===== config.mk =====
export PLATFORM = sky130hd
export DESIGN_NAME = ro_freq_counter
export DESIGN_NICKNAME = d
export VERILOG_FILES = /design/src/rtl/ro_freq_counter.sv
export SDC_FILE = /design/constraint.sdc
export NUM_CORES = 1
export LEC_CHECK = 0
export BUFFER_PORTS_ARGS = -buffer_cell sky130_fd_sc_hd__buf_2
export CAP_MARGIN = 20
export CELL_PAD_IN_SITES_DETAIL_PLACEMENT = 0
export CELL_PAD_IN_SITES_GLOBAL_PLACEMENT = 1
export CORE_ASPECT_RATIO = 2
export CORE_MARGIN = 1.5
export CORE_UTILIZATION = 33
export CTS_BUF_LIST = sky130_fd_sc_hd__clkbuf_16
export CTS_CLUSTER_DIAMETER = 50
export DETAILED_ROUTE_END_ITERATION = 16
export HOLD_SLACK_MARGIN = 0.15
export PLACE_DENSITY_LB_ADDON = 0.1
export RECOVER_POWER = 100
export SYNTH_ARGS = -nofsm -noshare
export SYNTH_HDL_FRONTEND = slang
export SYNTH_SLANG_ARGS = --single-unit
export TNS_END_PERCENT = 1

===== constraint.sdc =====
create_clock -name wb_clk_i -period 4.65 [get_ports wb_clk_i]
set_clock_uncertainty 0.05 [all_clocks]
set_input_delay 0.2325 -clock wb_clk_i [delete_from_list [all_inputs] [get_ports wb_clk_i]]
set_output_delay 0.2325 -clock wb_clk_i [all_outputs]
set_load 0.05 [all_outputs]

===== src/rtl/ro_freq_counter.sv =====
// Ring-oscillator tap frequency counter: selects one oscillator tap, synchronizes it,
// and counts its rising edges over a programmable gate window of system-clock cycles.
module ro_freq_counter #(
  parameter int GATE_W     = 16,
  parameter int CNT_W      = 24,
  parameter int SETTLE_CYC = 16
) (
  input  logic              wb_clk_i,
  input  logic              wb_rst_i,
  input  logic              start,
  input  logic              abort,
  input  logic [4:0]        cfg_sel,
  input  logic [2:0]        tap_sel,
  input  logic [GATE_W-1:0] gate_len,
  input  logic [4:0]        ro_tap,
  output logic [4:0]        osc_sel,
  output logic              busy,
  output logic              done,
  output logic [CNT_W-1:0]  count,
  output logic              overflow,
  output logic              err
);

  localparam int SET_W = $clog2(SETTLE_CYC + 1);
  localparam int TMR_W = (GATE_W > SET_W) ? GATE_W : SET_W;
  localparam logic [TMR_W-1:0] SETTLE_LAST = TMR_W'(SETTLE_CYC - 1);
  localparam logic [TMR_W-1:0] TMR_ONE     = TMR_W'(1);
  localparam logic [CNT_W-1:0] CNT_MAX     = {CNT_W{1'b1}};
  localparam logic [CNT_W-1:0] CNT_ONE     = CNT_W'(1);

  typedef enum logic [1:0] {
    IDLE    = 2'd0,
    SETTLE  = 2'd1,
    MEASURE = 2'd2,
    DONE    = 2'd3
  } state_t;

  state_t            state_r;
  logic [4:0]        sync1_r;
  logic [4:0]        sync2_r;
  logic              sel_r;
  logic              prev_r;
  logic [2:0]        tap_r;
  logic [GATE_W-1:0] gate_r;
  logic [TMR_W-1:0]  timer_r;
  logic [CNT_W-1:0]  cnt_r;
  logic              ovf_r;

  logic              tap_mux_s;
  logic              edge_s;
  logic              last_s;
  logic [CNT_W-1:0]  cnt_next_s;
  logic              ovf_next_s;

  // Two-flop synchronizers on every tap, then one more stage on the selected tap
  always_ff @(posedge wb_clk_i or posedge wb_rst_i) begin
    if (wb_rst_i) begin
      sync1_r <= 5'b00000;
      sync2_r <= 5'b00000;
      sel_r   <= 1'b0;
      prev_r  <= 1'b0;
    end else begin
      sync1_r <= ro_tap;
      sync2_r <= sync1_r;
      sel_r   <= tap_mux_s;
      prev_r  <= sel_r;
    end
  end

  // Tap selection; out-of-range selects read as a quiet tap
  always_comb begin
    tap_mux_s = 1'b0;
    case (tap_r)
      3'd0:    tap_mux_s = sync2_r[0];
      3'd1:    tap_mux_s = sync2_r[1];
      3'd2:    tap_mux_s = sync2_r[2];
      3'd3:    tap_mux_s = sync2_r[3];
      3'd4:    tap_mux_s = sync2_r[4];
      default: tap_mux_s = 1'b0;
    endcase
  end

  assign edge_s = sel_r & ~prev_r;

  // Saturating edge counter and end-of-window detect
  always_comb begin
    cnt_next_s = cnt_r;
    ovf_next_s = ovf_r;
    if (edge_s) begin
      if (cnt_r == CNT_MAX) begin
        ovf_next_s = 1'b1;
      end else begin
        cnt_next_s = cnt_r + CNT_ONE;
      end
    end else begin
      cnt_next_s = cnt_r;
      ovf_next_s = ovf_r;
    end
    last_s = (timer_r == (TMR_W'(gate_r) - TMR_ONE));
  end

  // Measurement sequencer; result outputs only change when a measurement completes
  always_ff @(posedge wb_clk_i or posedge wb_rst_i) begin
    if (wb_rst_i) begin
      state_r  <= IDLE;
      tap_r    <= 3'd0;
      gate_r   <= {GATE_W{1'b0}};
      timer_r  <= {TMR_W{1'b0}};
      cnt_r    <= {CNT_W{1'b0}};
      ovf_r    <= 1'b0;
      osc_sel  <= 5'b00000;
      busy     <= 1'b0;
      done     <= 1'b0;
      count    <= {CNT_W{1'b0}};
      overflow <= 1'b0;
      err      <= 1'b0;
    end else begin
      done <= 1'b0;
      case (state_r)
        IDLE: begin
          if (start) begin
            osc_sel <= cfg_sel;
            tap_r   <= tap_sel;
            gate_r  <= gate_len;
            cnt_r   <= {CNT_W{1'b0}};
            ovf_r   <= 1'b0;
            timer_r <= {TMR_W{1'b0}};
            busy    <= 1'b1;
            if (tap_sel > 3'd4) begin
              state_r  <= DONE;
              done     <= 1'b1;
              count    <= {CNT_W{1'b0}};
              overflow <= 1'b0;
              err      <= 1'b1;
            end else begin
              state_r <= SETTLE;
            end
          end
        end
        SETTLE: begin
          if (abort) begin
            state_r <= IDLE;
            osc_sel <= 5'b00000;
            busy    <= 1'b0;
          end else if (timer_r == SETTLE_LAST) begin
            timer_r <= {TMR_W{1'b0}};
            if (gate_r == {GATE_W{1'b0}}) begin
              state_r  <= DONE;
              done     <= 1'b1;
              count    <= {CNT_W{1'b0}};
              overflow <= 1'b0;
              err      <= 1'b0;
            end else begin
              state_r <= MEASURE;
            end
          end else begin
            timer_r <= timer_r + TMR_ONE;
          end
        end
        MEASURE: begin
          if (abort) begin
            state_r <= IDLE;
            osc_sel <= 5'b00000;
            busy    <= 1'b0;
          end else begin
            cnt_r <= cnt_next_s;
            ovf_r <= ovf_next_s;
            if (last_s) begin
              state_r  <= DONE;
              done     <= 1'b1;
              count    <= cnt_next_s;
              overflow <= ovf_next_s;
              err      <= 1'b0;
            end else begin
              timer_r <= timer_r + TMR_ONE;
            end
          end
        end
        DONE: begin
          state_r <= IDLE;
          busy    <= 1'b0;
        end
        default: begin
          state_r <= IDLE;
          busy    <= 1'b0;
          osc_sel <= 5'b00000;
        end
      endcase
    end
  end

endmodule


Word level (Yosys, flattened, before mapping)
Cells that the tools add are included. Widths: inputs -> output; s select.

Input bits: 33. Logic and storage cells: 117. Bits in registers: 107.

Mux-type cells: 60. Bitwise gates (word level): 2. Equality and inequality tests: 21. Add/sub/neg operators: 3. Reductions and logical operators: 14. $lt $le $gt $ge: 1.

Operators by type and width (count): $mux 24 (11); $mux 16 (5); $pmux 24 s3 (1); $pmux 16 s3 (1); $pmux 24 s2 (1); $mux 1 (25); $add 24x1->24 const B (1); $eq 24x24->1 const B (1); $add 16x1->16 const B (1); $eq 16x16->1 (1); $eq 16x4->1 const B (1); $logic_not 16->1 (1); $ne 2x2->1 const B (8); $sub 16x1->16 const B (1); $mux 2 (6); $pmux 1 s3 (4); $mux 5 (2); $pmux 5 s2 (1); $reduce_and 3->1 (3); $pmux 2 s4 (1); $reduce_and 8->1 (1); $eq 3x2->1 const B (2); $ne 3x3->1 const B (2); $pmux 1 s5 (1); other kinds (16) (19).

Logic depth before layout (Yosys ltp)
Depth in word-level cells: 6. Mapped depth: 12. Mapped depth without buffers: 9.

Worst setup path before layout
Ideal clock, no wire load.

Kind: register -> register. Start: register gate_r[0]. End: register count[12]. Arrival time: 2932 ps. Slack: 1548 ps. Period minus slack after synthesis: 3102 ps. Required time: 4481 ps. Cell stages (with the launch flop): 12. Path through: dfrtp_1 > inv_1 > ha_1 > or4b_1 > nor4_1 > xnor2_1 > o221ai_1 > or3_1 > buf_2 > a21o_1 > buf_2 > o2bb2ai_2.

Longest elaborated chain between the ends: 4.

Ends and longest elaborated chain: start, declared (line 44) `logic [GATE_W-1:0] gate_r;`; start signal, assigned (line 107) `gate_r <= {GATE_W{1'b0}};`; start signal, assigned (line 124) `gate_r <= gate_len;`; $sub 16x1->16 (line 99) `last_s = (timer_r == (TMR_W'(gate_r) - TMR_ONE));`; $eq 16x16->1 (line 99); $ne 2x2->1 (no line); $reduce_and 8->1 (no line) *; end signal, assigned (line 114) `count <= {CNT_W{1'b0}};`; end signal, assigned (line 132) `count <= {CNT_W{1'b0}};`; end signal, assigned (line 150) `count <= {CNT_W{1'b0}};`; end, declared (line 19) `output logic [CNT_W-1:0] count,`.

Every way passes the cells marked *; elsewhere a longest branch is shown, timed or not. A chain may end at the register's enable or synchronous reset.

Final worst setup path
Start: register gate_r[0]. End: register count[10].

Same word-level chain as after synthesis.

==> results.cfg <==
[timing]
final_min_period_over_clock_period_pct = 84.5
drv_slew = 64
max_clock_freq_mhz = 254
setup_repair_after_global_routing_missed_its_margin = no
finalSetupViolCount = 0
final-hold-violation-count = 0
timing.setup.tns_ns = 0
finalWorstPathRequiredPeriod_ns = 3.93
slew_headroom_pct = -92.1
tightest_slew_ns = 2.87

[setup_path]
cp.arrival_ns = 4.16
setup.worst_path.start = gate_r[0]
critical_path_buf_inv_count = 2
rr_startpoint = gate_r[0]
critPathCapture = count[10]
cp_max_fo = 19
critical_r2r_capture = count[10]
cp_top_family = simple AND/OR/NAND/NOR gates
worst_setup_path_start_kind = register
setup.worst_path.class = register to register
cp-end-kind = register
timing.reg2reg.worst_path_depth = 10
timing.critical_path.cells = inv_1 -> ha_1 -> or4b_1 -> nor4_1 -> nand3_1 -> a221o_1 -> clkbuf_1 -> or2_0 -> or2_4 -> o211ai_1
slowest_delay_ns = 0.54
required_ns = 4.88
stages_on_worst_setup_path = 10
timing.reg2reg.setup_slack_ns = 0.72
critical-path-slowest-cell = sky130_fd_sc_hd__or4b_1

[placement]
hpwl_mm = 13.7
place_congestion = 0.872
numPortBuffers = 65

[power]
combPwrFrac_pct = 44.4
power.density_nw_per_um2 = 543
p_seq_share_pct = 35.8
switching_power_w = 0.00177
cell_internal_pwr_w = 0.00203
power.share.clock_pct = 19.8
power.ir.vdd_worst_v = 0.000263
total_leakage_power_nw = 2.81
report.power.total_w = 0.00381
p_sw_share_pct = 46.6

[route]
ant_nets = 0
wl_per_cell_um = 19.5
vias = 5071
vias_per_cell = 5.41
drt-initial-drc-count = 173
detail_route.drc_violations = 3
drtPass1Iterations = 10
postRouteWirelength_mm = 18.3

[logic_synthesis]
netlist_area_um2 = 6080
largest_family_of_logic_cells_by_synthesized_area = simple AND/OR/NAND/NOR gates
syn_nets = 689
number_of_flops_mapped_to_enable_cells_by_yosys = 0
share_of_the_synthesized_area_in_the_top_cell_type_pct = 44.0
synth-simple-area-share_pct = 22.2
synth.area.mux_share_pct = 7.61
netlist_top_cells_count = sky130_fd_sc_hd__dfrtp_1 (107), sky130_fd_sc_hd__nand2_1 (78), sky130_fd_sc_hd__nor2_1 (47)
synth_flop_cell = sky130_fd_sc_hd__dfrtp_1
yosysTopAreaCell = sky130_fd_sc_hd__dfrtp_1
synthAdderAreaFrac_pct = 1.65
synth.top_cells.by_area = sky130_fd_sc_hd__dfrtp_1 (44%), sky130_fd_sc_hd__nand2_1 (4.8%), sky130_fd_sc_hd__mux2_2 (4.3%), sky130_fd_sc_hd__nand3_1 (3.4%), sky130_fd_sc_hd__xnor2_1 (3.2%)
synth_xor_area_share_pct = 6.19
post_synth_arst_share_pct = 100
post_synthesis_register_bit_count = 107
count_leader_synth = sky130_fd_sc_hd__dfrtp_1
gate_count_of_the_mapped_netlist = 648
synth_sequential_area_ratio_pct = 44.0
synth_cell_type_count = 59
syn_avg_cell_area_um2 = 9.39
yosysWarningCount = 0
compound_gate_portion_of_the_synthesized_area_pct = 13.9

[hold_path]
hold-path-cell-count = 4
type_of_the_worst_min_delay_path = input pin to register

[die]
floorplan.core_area_um2 = 18100
die-height_um = 195
die_area_um2 = 19300
number_of_top_level_pins = 66
die-width_um = 99.0
num_rows = 70
start_util_pct = 33.5

[clock_network]
clkSlewWorstSetupHoldPaths_ns = 0.07
cts_max_level = 3
cts_num_sinks = 107
tritoncts = built
clockBufferDepth = 2
cts.repair_timing.setup_buffer_count = 0
worstSkewPairLatency_ns = 0.37
numCtsBuffers = 9
clock_tree.root_cell = sky130_fd_sc_hd__clkbuf_16

[cells_and_area]
seqCellArea_um2 = 2680
post_route_cells_drive_above_1_share_pct = 11.8
areaGrowthSynthToFinish_pct = 15.3
final_nets = 758
fillCellCount = 1860
antenna_cells_inserted = 0
multi_input_area_um2 = 3060

[outcome]
status = finished with violations
failing_checks = DRC, capacitance limit, slew limit

[grt]
grt_first_pass_wirelength_mm = 28.7
antenna_found_initial = 0
overflow = 0
grt_start_max_net_pins = 64
global_route_usage_sum_pct = 19.7
first_global_vias = 5197

[flow_run]
drv.max_cap_violation_count = 1
[repair_timing]
action	in CTS	in global routing
resized for setup	0	0
hold buffers	30	0
endpoints found under the setup margin	0	0
endpoints found under the hold margin	91	0
[power groups by stage]
stage               Sequential (W)  Clock [W]  Combinational (W)
floorplan                  0.00158          0            0.00103
global placement           0.00138          0            0.00171
detailed placement         0.00139          0            0.00174
CTS                        0.00137   0.000786            0.00177
global route               0.00140   0.000814            0.00185
finish                     0.00136   0.000754            0.00169
[per-layer routing]
metal / GRT usage, % / vias up / wire (µm)
li1: - / 2475 / -
met1: 18.4 / 2494 / 6240
met2: 40.9 / 77 / 11200
met3: 2.11 / 25 / 310
met4: 8.89 / 0 / 547
met5: 0 / - / 0
[final cells by class]
cell class / count / area share (%)
Clock inverter: 7 / 0.856
Timing Repair Buffer: 105 / 9.15
Multi-Input combinational cell: 473 / 43.6
Sequential cell: 107 / 38.2
Tap cell: 216 / 3.85
Clock buffer: 9 / 3.21
Inverter: 21 / 1.14
[worst min-delay path by stage]
stage                           from         end  slack (ns)
after floorplan            ro_tap[0]  sync1_r[0]        0.21
after global placement    sync1_r[4]  sync2_r[4]        0.29
after detailed placement  sync1_r[4]  sync2_r[4]        0.28
after CTS                      start   cnt_r[10]        0.24
after global routing           start   cnt_r[10]        0.25
final                          start   cnt_r[10]        0.24
[logic make-up (layout without fill, tap and decap cells)]
family / Yosys count / after routing
XOR/XNOR: 43 / 43
buffers and inverters: 68 / 142
AO/OA/AOI/OAI: 109 / 109
adder cells (fa/ha/maj): 8 / 8
multiplexers: 42 / 42
flip-flops: 107 / 107
AND/OR/NAND/NOR: 271 / 271
[stage by stage]
| step | setup slack (ns) | hold slack [ns] | std cells | utilization [%] | instance area (µm²) |
|---|---|---|---|---|---|
| final | 0.719 | 0.238 | 938 | 38.7 | 7010 |
| after global routing | 0.397 | 0.250 | 938 | 38.7 | 7010 |
| after CTS | 0.878 | 0.243 | 938 | 39.4 | 7150 |
| after detailed placement | 0.881 | 0.285 | 892 | 36.2 | 6560 |
| after global placement | 0.999 | 0.285 | 892 | 36.2 | 6560 |
| after floorplan | 1.55 | 0.214 | 648 | - | 6080 |
[cells in the final DEF (no fill, tap or decap), types with 8 or more instances in the layout]
master and instances:
sky130_fd_sc_hd__a21oi_1 9, sky130_fd_sc_hd__and3_1 10, sky130_fd_sc_hd__buf_2 32, sky130_fd_sc_hd__clkbuf_1 37, sky130_fd_sc_hd__clkbuf_16 9, sky130_fd_sc_hd__dfrtp_1 107, sky130_fd_sc_hd__dlygate4sd3_1 30, sky130_fd_sc_hd__ha_1 8
sky130_fd_sc_hd__inv_1 20, sky130_fd_sc_hd__mux2_2 23, sky130_fd_sc_hd__mux2i_1 17, sky130_fd_sc_hd__nand2_1 78, sky130_fd_sc_hd__nand3_1 41, sky130_fd_sc_hd__nand4_1 11, sky130_fd_sc_hd__nor2_1 47, sky130_fd_sc_hd__nor3_1 34
sky130_fd_sc_hd__nor4_1 12, sky130_fd_sc_hd__o21ai_0 29, sky130_fd_sc_hd__o2bb2ai_1 16, sky130_fd_sc_hd__o311ai_0 8, sky130_fd_sc_hd__o31ai_1 8, sky130_fd_sc_hd__or3_1 8, sky130_fd_sc_hd__xnor2_1 22, sky130_fd_sc_hd__xor2_1 21
[worst min-delay path: cells and delay by family]
family,cells,cell delay [ns]
AO/OA/AOI/OAI,1,0.08
buffers and inverters,1,0.15
AND/OR/NAND/NOR,2,0.14
[flip-flops by register name, indices dropped and copies added, names as in the netlist]
name	flops
busy	1
cnt_r	24
count	24
done	1
err	1
gate_r	16
osc_sel	5
overflow	1
ovf_r	1
prev_r	1
sel_r	1
state_r	2
sync1_r	5
sync2_r	5
tap_r	3
timer_r	16
Note: power is estimated with default switching activity, not from simulation.
